**src/rtl/hazard_ctrl_if.sv**
```systemverilog
// Hazard controller bundle: pipeline-stage register indices and control in,
// forwarding selects, stall/flush controls and the stall counter out.
interface hazard_ctrl_if #(
    parameter int W = 16
);
    logic [4:0]   Rs1D;
    logic [4:0]   Rs2D;
    logic [4:0]   Rs1E;
    logic [4:0]   Rs2E;
    logic [4:0]   RdE;
    logic [4:0]   RdM;
    logic [4:0]   RdW;
    logic         RegWriteM;
    logic         RegWriteW;
    logic         MemReadE;
    logic         PCSrcE;
    logic         MulDivStartE;
    logic         MulDivDoneX;
    logic [1:0]   ForwardAE;
    logic [1:0]   ForwardBE;
    logic         StallF;
    logic         StallD;
    logic         StallE;
    logic         FlushD;
    logic         FlushE;
    logic         FlushM;
    logic [W-1:0] StallCount;
    logic [4:0]   busy_rd;

    modport master (
        output Rs1D, Rs2D, Rs1E, Rs2E, RdE, RdM, RdW,
        output RegWriteM, RegWriteW, MemReadE, PCSrcE,
        output MulDivStartE, MulDivDoneX,
        input  ForwardAE, ForwardBE,
        input  StallF, StallD, StallE,
        input  FlushD, FlushE, FlushM,
        input  StallCount, busy_rd
    );

    modport slave (
        input  Rs1D, Rs2D, Rs1E, Rs2E, RdE, RdM, RdW,
        input  RegWriteM, RegWriteW, MemReadE, PCSrcE,
        input  MulDivStartE, MulDivDoneX,
        output ForwardAE, ForwardBE,
        output StallF, StallD, StallE,
        output FlushD, FlushE, FlushM,
        output StallCount, busy_rd
    );
endinterface

```
**src/rtl/hazard_ctrl.sv**
```systemverilog
// Central hazard controller: operand forwarding, load-use / branch hazards,
// multi-cycle mul/div sequencing and a saturating stall-cycle counter.
module hazard_ctrl #(
    parameter int W = 16
) (
    input  logic         clk,
    input  logic         rst,
    hazard_ctrl_if.slave bus
);
    typedef enum logic {IDLE, BUSY} state_t;

    state_t       state;
    state_t       state_next;
    logic [4:0]   busy_rd;
    logic [W-1:0] stall_count;
    logic         lw_stall;
    logic         md_stall;
    logic         start_multi;
    logic [1:0]   fwd_a;
    logic [1:0]   fwd_b;

    function automatic logic [1:0] fwd_sel(
        input logic [4:0] rs,
        input logic [4:0] rd_m,
        input logic       we_m,
        input logic [4:0] rd_w,
        input logic       we_w
    );
        if (we_m && rd_m != 5'd0 && rd_m == rs)
            return 2'b10;
        else if (we_w && rd_w != 5'd0 && rd_w == rs)
            return 2'b01;
        else
            return 2'b00;
    endfunction

    assign fwd_a = fwd_sel(bus.Rs1E, bus.RdM, bus.RegWriteM,
                           bus.RdW, bus.RegWriteW);
    assign fwd_b = fwd_sel(bus.Rs2E, bus.RdM, bus.RegWriteM,
                           bus.RdW, bus.RegWriteW);

    assign lw_stall = bus.MemReadE && bus.RdE != 5'd0 &&
                      (bus.RdE == bus.Rs1D || bus.RdE == bus.Rs2D);

    // Start with done in the same cycle is a single-cycle op: no BUSY.
    assign start_multi = bus.MulDivStartE && !bus.MulDivDoneX;

    assign md_stall = (state == IDLE && start_multi) ||
                      (state == BUSY && !bus.MulDivDoneX);

    always_ff @(posedge clk) begin
        if (rst) begin
            state   <= IDLE;
            busy_rd <= 5'd0;
        end else begin
            state <= state_next;
            if (state == IDLE && start_multi)
                busy_rd <= bus.RdE;
        end
    end

    always_comb begin
        state_next = state;
        unique case (state)
            IDLE: if (start_multi) state_next = BUSY;
            BUSY: if (bus.MulDivDoneX) state_next = IDLE;
            default: state_next = IDLE;
        endcase
    end

    always_comb begin
        bus.ForwardAE = fwd_a;
        bus.ForwardBE = fwd_b;
        bus.StallF    = 1'b0;
        bus.StallD    = 1'b0;
        bus.StallE    = 1'b0;
        bus.FlushD    = 1'b0;
        bus.FlushE    = 1'b0;
        bus.FlushM    = 1'b0;
        if (rst) begin
            bus.ForwardAE = 2'b00;
            bus.ForwardBE = 2'b00;
            bus.FlushD    = 1'b1;
            bus.FlushE    = 1'b1;
            bus.FlushM    = 1'b1;
        end else if (md_stall) begin
            // E holds the mul/div, so branch and load-use are irrelevant.
            bus.StallF = 1'b1;
            bus.StallD = 1'b1;
            bus.StallE = 1'b1;
            bus.FlushM = 1'b1;
        end else begin
            bus.StallF = lw_stall;
            bus.StallD = lw_stall;
            bus.FlushD = bus.PCSrcE;
            bus.FlushE = lw_stall || bus.PCSrcE;
        end
    end

    always_ff @(posedge clk) begin
        if (rst)
            stall_count <= '0;
        else if (bus.StallF && stall_count != '1)
            stall_count <= stall_count + 1'b1;
    end

    assign bus.StallCount = stall_count;
    assign bus.busy_rd    = busy_rd;
endmodule

```
**src/flat_wrapper.sv**
```systemverilog
// flat-port wrapper written by rule: the top's interface ports become plain ports
module hazard_ctrl_flat 
#(
    parameter int W = 16
)
  (clk, rst, bus_Rs1D, bus_Rs2D, bus_Rs1E, bus_Rs2E, bus_RdE, bus_RdM, bus_RdW, bus_RegWriteM, bus_RegWriteW, bus_MemReadE, bus_PCSrcE, bus_MulDivStartE, bus_MulDivDoneX, bus_ForwardAE, bus_ForwardBE, bus_StallF, bus_StallD, bus_StallE, bus_FlushD, bus_FlushE, bus_FlushM, bus_StallCount, bus_busy_rd);
  hazard_ctrl_if #(.W(W)) bus_i ();
  input  logic clk;
  input  logic rst;
  input wire logic [$bits(bus_i.Rs1D)-1:0] bus_Rs1D;
  input wire logic [$bits(bus_i.Rs2D)-1:0] bus_Rs2D;
  input wire logic [$bits(bus_i.Rs1E)-1:0] bus_Rs1E;
  input wire logic [$bits(bus_i.Rs2E)-1:0] bus_Rs2E;
  input wire logic [$bits(bus_i.RdE)-1:0] bus_RdE;
  input wire logic [$bits(bus_i.RdM)-1:0] bus_RdM;
  input wire logic [$bits(bus_i.RdW)-1:0] bus_RdW;
  input wire logic [$bits(bus_i.RegWriteM)-1:0] bus_RegWriteM;
  input wire logic [$bits(bus_i.RegWriteW)-1:0] bus_RegWriteW;
  input wire logic [$bits(bus_i.MemReadE)-1:0] bus_MemReadE;
  input wire logic [$bits(bus_i.PCSrcE)-1:0] bus_PCSrcE;
  input wire logic [$bits(bus_i.MulDivStartE)-1:0] bus_MulDivStartE;
  input wire logic [$bits(bus_i.MulDivDoneX)-1:0] bus_MulDivDoneX;
  output wire logic [$bits(bus_i.ForwardAE)-1:0] bus_ForwardAE;
  output wire logic [$bits(bus_i.ForwardBE)-1:0] bus_ForwardBE;
  output wire logic [$bits(bus_i.StallF)-1:0] bus_StallF;
  output wire logic [$bits(bus_i.StallD)-1:0] bus_StallD;
  output wire logic [$bits(bus_i.StallE)-1:0] bus_StallE;
  output wire logic [$bits(bus_i.FlushD)-1:0] bus_FlushD;
  output wire logic [$bits(bus_i.FlushE)-1:0] bus_FlushE;
  output wire logic [$bits(bus_i.FlushM)-1:0] bus_FlushM;
  output wire logic [$bits(bus_i.StallCount)-1:0] bus_StallCount;
  output wire logic [$bits(bus_i.busy_rd)-1:0] bus_busy_rd;
  assign bus_i.Rs1D = bus_Rs1D;
  assign bus_i.Rs2D = bus_Rs2D;
  assign bus_i.Rs1E = bus_Rs1E;
  assign bus_i.Rs2E = bus_Rs2E;
  assign bus_i.RdE = bus_RdE;
  assign bus_i.RdM = bus_RdM;
  assign bus_i.RdW = bus_RdW;
  assign bus_i.RegWriteM = bus_RegWriteM;
  assign bus_i.RegWriteW = bus_RegWriteW;
  assign bus_i.MemReadE = bus_MemReadE;
  assign bus_i.PCSrcE = bus_PCSrcE;
  assign bus_i.MulDivStartE = bus_MulDivStartE;
  assign bus_i.MulDivDoneX = bus_MulDivDoneX;
  assign bus_ForwardAE = bus_i.ForwardAE;
  assign bus_ForwardBE = bus_i.ForwardBE;
  assign bus_StallF = bus_i.StallF;
  assign bus_StallD = bus_i.StallD;
  assign bus_StallE = bus_i.StallE;
  assign bus_FlushD = bus_i.FlushD;
  assign bus_FlushE = bus_i.FlushE;
  assign bus_FlushM = bus_i.FlushM;
  assign bus_StallCount = bus_i.StallCount;
  assign bus_busy_rd = bus_i.busy_rd;
  hazard_ctrl #(.W(W)) u_core (.clk(clk), .rst(rst), .bus(bus_i));
endmodule
```
**config.mk**
```make
export PLATFORM = sky130hd
export DESIGN_NAME = hazard_ctrl_flat
export DESIGN_NICKNAME = d
export VERILOG_FILES = /design/src/rtl/hazard_ctrl_if.sv /design/src/rtl/hazard_ctrl.sv /design/src/flat_wrapper.sv
export SDC_FILE = /design/constraint.sdc
export NUM_CORES = 1
export LEC_CHECK = 0
export BUFFER_PORTS_ARGS = -buffer_cell sky130_fd_sc_hd__buf_2
export CORE_UTILIZATION = 33
export DETAILED_ROUTE_END_ITERATION = 8
export PLACE_DENSITY = 0.69
export REMOVE_ABC_BUFFERS = 1
export SETUP_SLACK_MARGIN = 0.15
export SLEW_MARGIN = 20
export SYNTH_ARGS = -nofsm -noshare
export SYNTH_HDL_FRONTEND = slang
export SYNTH_SLANG_ARGS = --single-unit
```
**constraint.sdc**
```tcl
create_clock -name clk -period 2.8 [get_ports clk]
set_input_delay 0.42 -clock clk [delete_from_list [all_inputs] [get_ports clk]]
set_output_delay 0.42 -clock clk [all_outputs]
set_load 0.01 [all_outputs]
```
==> flow_summary.json, run 1 <==
{
  "multi_input_area_sq_um": 997.2,
  "syn_area_sq_mm": 0.001498,
  "cts-htree-levels": 1,
  "viasPerCell": 4.935,
  "io_buffers": 73,
  "ys_ff_latch": 22,
  "path_class": "input pin to output port",
  "clkLatencyLatePin_ns": 0.25,
  "cts_buffers": 3,
  "cp_max_fo": 4,
  "grt-ovfl-total": 0,
  "p_leak_nw": 0.8594,
  "tns_ns": 0,
  "status": "complete, no violations",
  "setup_violations": 0,
  "ant_nets": 0,
  "clock_skew_ns": 0.003189,
  "crit_top_cell": "buf_2",
  "tightestPinTransition_ns": 0.4199,
  "maxSlewViolCount": 0,
  "async_reset_ff_share_pct": 0,
  "fillerInstances": 444,
  "synth_edf_count": 0,
  "layout_min_cycle_time_ns": 2.488,
  "ys_warn_count": 0,
  "cts_max_path_buffers": 2,
  "synth.top_cells.by_count": "22 x dfxtp_1, 21 x xor2_1, 20 x nor2_1",
  "firstDrtPassIters": 4,
  "startpoint_type": "input pin",
  "antenna_cells": 0,
  "hold_path_startpoint": "bus_RdE[2]",
  "seqPwrFrac_pct": 48.4,
  "synthFlopType": "dfxtp_1",
  "path_cells": "buf_2 -> or4_1 -> o21ai_0 -> nor3_1 -> nor4_1 -> buf_2",
  "cts_tree": "built",
  "cts.repair.resized": 0,
  "cts_hold_buf": 0,
  "synth.area.top_cells": "dfxtp_1 29%, xor2_1 12%, xnor2_1 5.8%",
  "rrSetupSlack_ns": 0.60,
  "power_frac_comb_pct": 23.1,
  "synth_cell_types": 37,
  "grt_pass1_wl_mm": 5.685,
  "pwr_density_cell_mw_per_mm2": 346.9,
  "critical-path-top-delay-family": "simple AND/OR/NAND/NOR gates",
  "rows": 24,
  "min_path_type": "input pin to flop",
  "cap_viol_max_count": 0,
  "root_buffer": "clkbuf_8",
  "cts_setup_buffers": 0,
  "final-hold-violation-count": 0,
  "r2r_cells": 7,
  "postSynthAreaPerCell_sq_um": 8.184,
  "nets": 300,
  "remaining_drc_errors": 0,
  "drive_above_1_share_pct": 33.07,
  "grtUsageTotal_pct": 14.31,
  "drt-total-wl_mm": 3.441,
  "finalCritPeriodShare_pct": 88.87,
  "end_kind": "output port",
  "pin_count": 74,
  "p_switching_w": 0.0001829,
  "core_sq_mm": 0.004354,
  "drt_iter0_markers": 48,
  "start_util_pct": 34.40,
  "vias": 1510,
  "max-vdd-ir-drop_uv": 182.4,
  "dieArea_sq_mm": 0.004812,
  "hpwl_mm": 2.801,
  "cp_slowest_cell": "or4_1",
  "ys_seq_area_share_pct": 29.41,
  "startpoint": "bus_RdM[1]",
  "relSlewSlack_pct": 71.71,
  "clockPowerShare_pct": 28.6,
  "worst-path-buf-inv": 2,
  "cts.sinks": 22,
  "post-synth-top-count-cell": "dfxtp_1",
  "area_delta_synth_final_pct": 28.99,
  "antenna_found_initial": 0,
  "max_stage_delay_ns": 0.53,
  "synth_top_area_share_pct": 29.41,
  "reg2reg_to": "u_core.bus.StallCount[2]",
  "rsz0062_at_grt": "no",
  "gp_congestion": 0.8186,
  "grt_pass1_vias": 1315,
  "crit_required_ns": 2.38,
  "whs_endpoint": "u_core.bus.busy_rd[2]",
  "seqCellArea_sq_um": 440.4,
  "grt_max_degree": 34,
  "fin_util_pct": 44.37,
  "r2r_start": "u_core.bus.StallCount[0]",
  "holdPathStages": 3,
  "die_w_um": 69.37,
  "die_h_um": 69.37,
  "path_clk_slew_ns": 0.07,
  "internal-power_w": 0.0004873,
  "max_freq_ghz": 0.4019,
  "p_sw_share_pct": 27.29,
  "cp.arrival_ns": 2.07,
  "synth_top_area_cell": "dfxtp_1",
  "routedWlPerCell_um": 11.25,
  "synth_cells": 183
}
-- how the worst max path moves through the flow --
stage	end	depth (start not counted)
2_1_floorplan	bus_ForwardAE[0]	4
3_3_place_gp	bus_ForwardBE[0]	6
3_5_place_dp	bus_ForwardAE[0]	6
4_1_cts	bus_ForwardAE[0]	6
5_1_grt	bus_ForwardBE[0]	6
6_report	bus_ForwardAE[0]	6
-- cell families (layout without fill, tap and decap cells) --
family                   after synthesis  in the layout  synth area share (%)
AO/OA/AOI/OAI                         31             31                 12.37
XOR/XNOR                              31             31                 18.13
adder cells (fa/ha/maj)                1              1                0.8353
buffers and inverters                  9             80                 4.010
flip-flops                            22             22                 29.41
multiplexers                           8              8                 5.764
AND/OR/NAND/NOR                       81             81                 29.49
-- layer usage --
layer / vias up / global-route usage (%) / share of wire, %
met1: 663 / 17.01 / 45
met2: 48 / 25.13 / 48
met3: 2 / 3.779 / 5.7
met5: - / 0 / 0
met4: 0 / 4.082 / 0.84
li1: 797 / - / -
-- tightest hold or removal path: cells and delay by family --
kind | cells | cell delay, ns
buf+inv | 1 | 0.12
mux | 1 | 0.08
simple gates | 1 | 0.07
-- placed cells by master, fill, tap and decap left out --
| cell | instances |
|---|---|
| buf_2 | 73 |
| or4_1 | 8 |
| o21ai_2 | 1 |
| nor4_2 | 1 |
| ha_1 | 1 |
| a311oi_1 | 1 |
| nand2b_1 | 2 |
| nand2b_4 | 1 |
| or3_1 | 8 |
| nand4_1 | 3 |
| clkbuf_8 | 3 |
| mux2i_1 | 6 |
| a21o_1 | 1 |
| o21ai_1 | 6 |
| and3_1 | 4 |
| o21ai_0 | 8 |
| nor2_1 | 20 |
| o31ai_1 | 1 |
| nand3_1 | 7 |
| nor3_1 | 5 |
| a221oi_1 | 1 |
| inv_1 | 2 |
| dfxtp_1 | 22 |
| nor3b_1 | 1 |
| xnor2_1 | 10 |
| nor4_1 | 4 |
| nor2b_1 | 6 |
| buf_4 | 2 |
| mux2_4 | 1 |
| xor2_1 | 21 |
| or2_0 | 1 |
| a22oi_1 | 1 |
| a21oi_1 | 10 |
| nand2_1 | 10 |
| a32oi_2 | 1 |
| mux2_2 | 1 |
-- stage by stage --
stage	power (W)	hold WS, ns	area (sq um)	setup WS (ns)	std cells
2_1_floorplan	0.0004110	0.4891	1445	0.5969	176
4_1_cts	0.0006808	0.4707	1932	0.3484	306
6_report	0.0006702	0.4712	1932	0.3117	306
5_1_grt	0.0007083	0.4866	1932	0.2389	306
3_5_place_dp	0.0004878	0.4820	1891	0.3496	303
3_3_place_gp	0.0004853	0.4702	1891	0.4426	303
-- sequential cells by signal, summed over array words and instances, names as in the netlist --
| signal | flops |
|---|---|
| u_core.state | 1 |
| u_core.bus.busy_rd | 5 |
| u_core.bus.StallCount | 16 |
-- power by group through the flow --
stage	clock network, W	registers, W	logic (W)
floorplan	0	0.000334	0.0000767
global placement	0	0.000332	0.000154
detailed placement	0	0.000332	0.000156
CTS	0.000200	0.000324	0.000157
global route	0.000213	0.000325	0.000171
finish	0.000191	0.000324	0.000155
-- area by class of cell --
cell class / instances / area share (%)
multi-input cells: 152 / 51.62
inverters: 2 / 0.3886
repair buffers: 75 / 19.69
well taps: 52 / 3.368
flip-flops and latches: 22 / 22.80
clock buffers: 3 / 2.137
Power figures use the tool's default switching activity.
==> run 2: changes to the inputs <==
ABC_AREA = 1   (was not set)
CTS_CLUSTER_DIAMETER = 80   (was not set)
PLACE_DENSITY = 0.67   (was 0.69)
==> run 2 against run 1 <==
  * Synthesized area up 19%
  * Largest cell class unchanged
  * Sequential share of layout area down 3.0 points
  * Wire length up 23%
  * Cell count up 41%
  * First-iteration DRC count up 110%
  * Worst hold slack worse by 0.019 ns
  * Highest routed layer unchanged
  * Register-to-register slack better by 0.21 ns
  * Sequential power up 2%
==> flow_summary.json, run 2 <==
{
  "relSlewSlack_pct": 75.84,
  "root_buffer": "clkbuf_8",
  "grt_pass1_vias": 1756,
  "clkLatencyLatePin_ns": 0.26,
  "io_buffers": 73,
  "final_cell_area_sq_mm": 0.002230,
  "max_freq_ghz": 0.4643,
  "cts.sinks": 22,
  "rows": 26,
  "grt-ovfl-total": 0,
  "drt-total-wl_mm": 4.235,
  "p_leak_nw": 1.140,
  "multi_input_area_sq_mm": 0.001081,
  "die_h_um": 75.35,
  "grt_max_degree": 22,
  "antenna_cells": 0,
  "nets": 406,
  "start_util_pct": 34.54,
  "grt_pass1_wl_mm": 7.217,
  "post-synth-top-count-cell": "nand2_1",
  "remaining_drc_errors": 0,
  "firstDrtPassIters": 4,
  "finalCritPeriodShare_pct": 76.92,
  "seqPwrFrac_pct": 46.6,
  "synth.top_cells.by_count": "69 x nand2_1, 47 x inv_1, 36 x nor2_1",
  "core_sq_mm": 0.005140,
  "setup_violations": 0,
  "path_clk_slew_ns": 0.08,
  "gp_congestion": 0.8151,
  "largest_register_ffs": 16,
  "status": "complete, no violations",
  "cts_tree": "built",
  "ys_ff_latch": 22,
  "syn_area_sq_mm": 0.001775,
  "crit_required_ns": 2.38,
  "ys_seq_area_share_pct": 24.81,
  "cts_hold_buf": 0,
  "pwr_density_cell_mw_per_mm2": 317.2,
  "viasPerCell": 4.521,
  "cts_buffers": 3,
  "fillerInstances": 562,
  "seqCellArea_sq_um": 440.4,
  "pin_count": 74,
  "drt_iter0_markers": 102,
  "routedWlPerCell_um": 9.849,
  "internal-power_w": 0.0004948,
  "rsz0062_at_grt": "no",
  "synth_cells": 290,
  "path_class": "flop to output port",
  "synthFlopType": "dfxtp_1",
  "drive_above_1_share_pct": 28.06,
  "cts_setup_buffers": 0,
  "power_frac_comb_pct": 25.3,
  "cap_viol_max_count": 0,
  "end_kind": "output port",
  "place_area_sq_mm": 0.002188,
  "synth.area.top_cells": "dfxtp_1 25%, nand2_1 15%, inv_1 9.9%",
  "p_sw_share_pct": 30.04,
  "final-hold-violation-count": 0,
  "clockPowerShare_pct": 28.1,
  "cp.arrival_ns": 1.73,
  "min_path_type": "flop to flop",
  "die_w_um": 75.35,
  "synth_edf_count": 0,
  "clock_skew_ns": 0.005683,
  "ant_nets": 0,
  "async_reset_ff_share_pct": 0,
  "final_common_cell": "buf_2",
  "cts-htree-levels": 1,
  "postSynthAreaPerCell_sq_um": 6.122,
  "ys_warn_count": 0,
  "p_switching_w": 0.0002125,
  "synth_top_area_cell": "dfxtp_1",
  "dieArea_sq_mm": 0.005678,
  "tns_ns": 0,
  "cts_max_path_buffers": 2,
  "final_cell_mix": "73 x buf_2, 69 x nand2_1, 47 x inv_1",
  "cp_max_fo": 11,
  "hpwl_mm": 3.539,
  "synth_top_area_share_pct": 24.81,
  "startpoint_type": "flop",
  "synth_cell_types": 33,
  "area_delta_synth_final_pct": 25.58,
  "antenna_found_initial": 0,
  "maxSlewViolCount": 0,
  "cts.repair.resized": 0,
  "layout_min_cycle_time_ns": 2.154,
  "tightestPinTransition_ns": 0.3591,
  "max-vdd-ir-drop_uv": 163.5,
  "grtUsageTotal_pct": 16.15,
  "vias": 1944
}
==> run 2: cell types whose count changed after synthesis, sizes merged, moves of 8 or more <==
cell   previous run  this run
or3               8         0
nand3             7        23
nand4             3        11
nor2             20        40
or4               8         0
nand2            10        73
xor2             21        12
inv               2        52
==> run 2: worst paths after layout <==
check	startpoint	slack, ns	depth (start not counted)	end
worst max register to register	u_core.bus.StallCount[0]	0.81	10	u_core.bus.StallCount[11]
worst min-delay path	u_core.bus.busy_rd[1]	0.45	2	u_core.bus.busy_rd[1]
worst max-delay path	u_core.state	0.65	8	bus_StallF
worst min register to register	u_core.bus.busy_rd[1]	0.45	2	u_core.bus.busy_rd[1]
==> run 2: kinds of logic after synthesis <==
| family | synth area share (%) |
|---|---|
| buffers and inverters | 14.31 |
| AND/OR/NAND/NOR | 42.78 |
| XOR/XNOR | 9.373 |
| flip-flops | 24.81 |
| adder cells (fa/ha/maj) | 0.7046 |
| AO/OA/AOI/OAI | 8.034 |
==> run 2: final cells by class <==
| type | instances | area share, % |
|---|---|---|
| flip-flops and latches | 22 | 19.75 |
| clock buffers | 3 | 1.852 |
| inverters | 53 | 8.923 |
| multi-input cells | 207 | 48.48 |
| well taps | 70 | 3.928 |
| repair buffers | 75 | 17.06 |
==> run 2: per-layer routing <==
metal	GRT usage, %	up-vias	part of all wire (%)
li1	-	1045	-
met1	19.37	839	44
met2	30.46	58	49
met3	1.720	2	6.0
met4	4.321	0	0.59
met5	0	-	0
==> run 2: power by group through the flow <==
| stage | clock network (W) | logic, W | registers [W] |
|---|---|---|---|
| global route | 0.000214 | 0.000204 | 0.000331 |
| global placement | 0 | 0.000178 | 0.000337 |
| floorplan | 0 | 0.0000952 | 0.000341 |
| finish | 0.000199 | 0.000179 | 0.000330 |
| detailed placement | 0 | 0.000181 | 0.000337 |
| CTS | 0.000206 | 0.000181 | 0.000330 |
==> run 2: worst max-delay path, stage by stage (launching register included) <==
cell and delay (ns):
dfxtp_1 0.30, inv_1 0.06, nand3b_1 0.26, o21ai_1 0.20
inv_1 0.13, nor2_2 0.13, inv_1 0.06, nand2_2 0.16
buf_2 0.16
==> run 2: stage by stage <==
step	total power, W	util, %	worst slack, ns	cells	hold WS, ns
floorplan	0.0004358	-	0.9190	282	0.4696
global placement	0.0005156	42.58	0.7331	427	0.4467
detailed placement	0.0005183	42.58	0.6889	427	0.4406
CTS	0.0007176	43.38	0.6508	430	0.4530
global route	0.0007498	43.38	0.4364	430	0.4741
finish	0.0007073	43.38	0.6464	430	0.4519
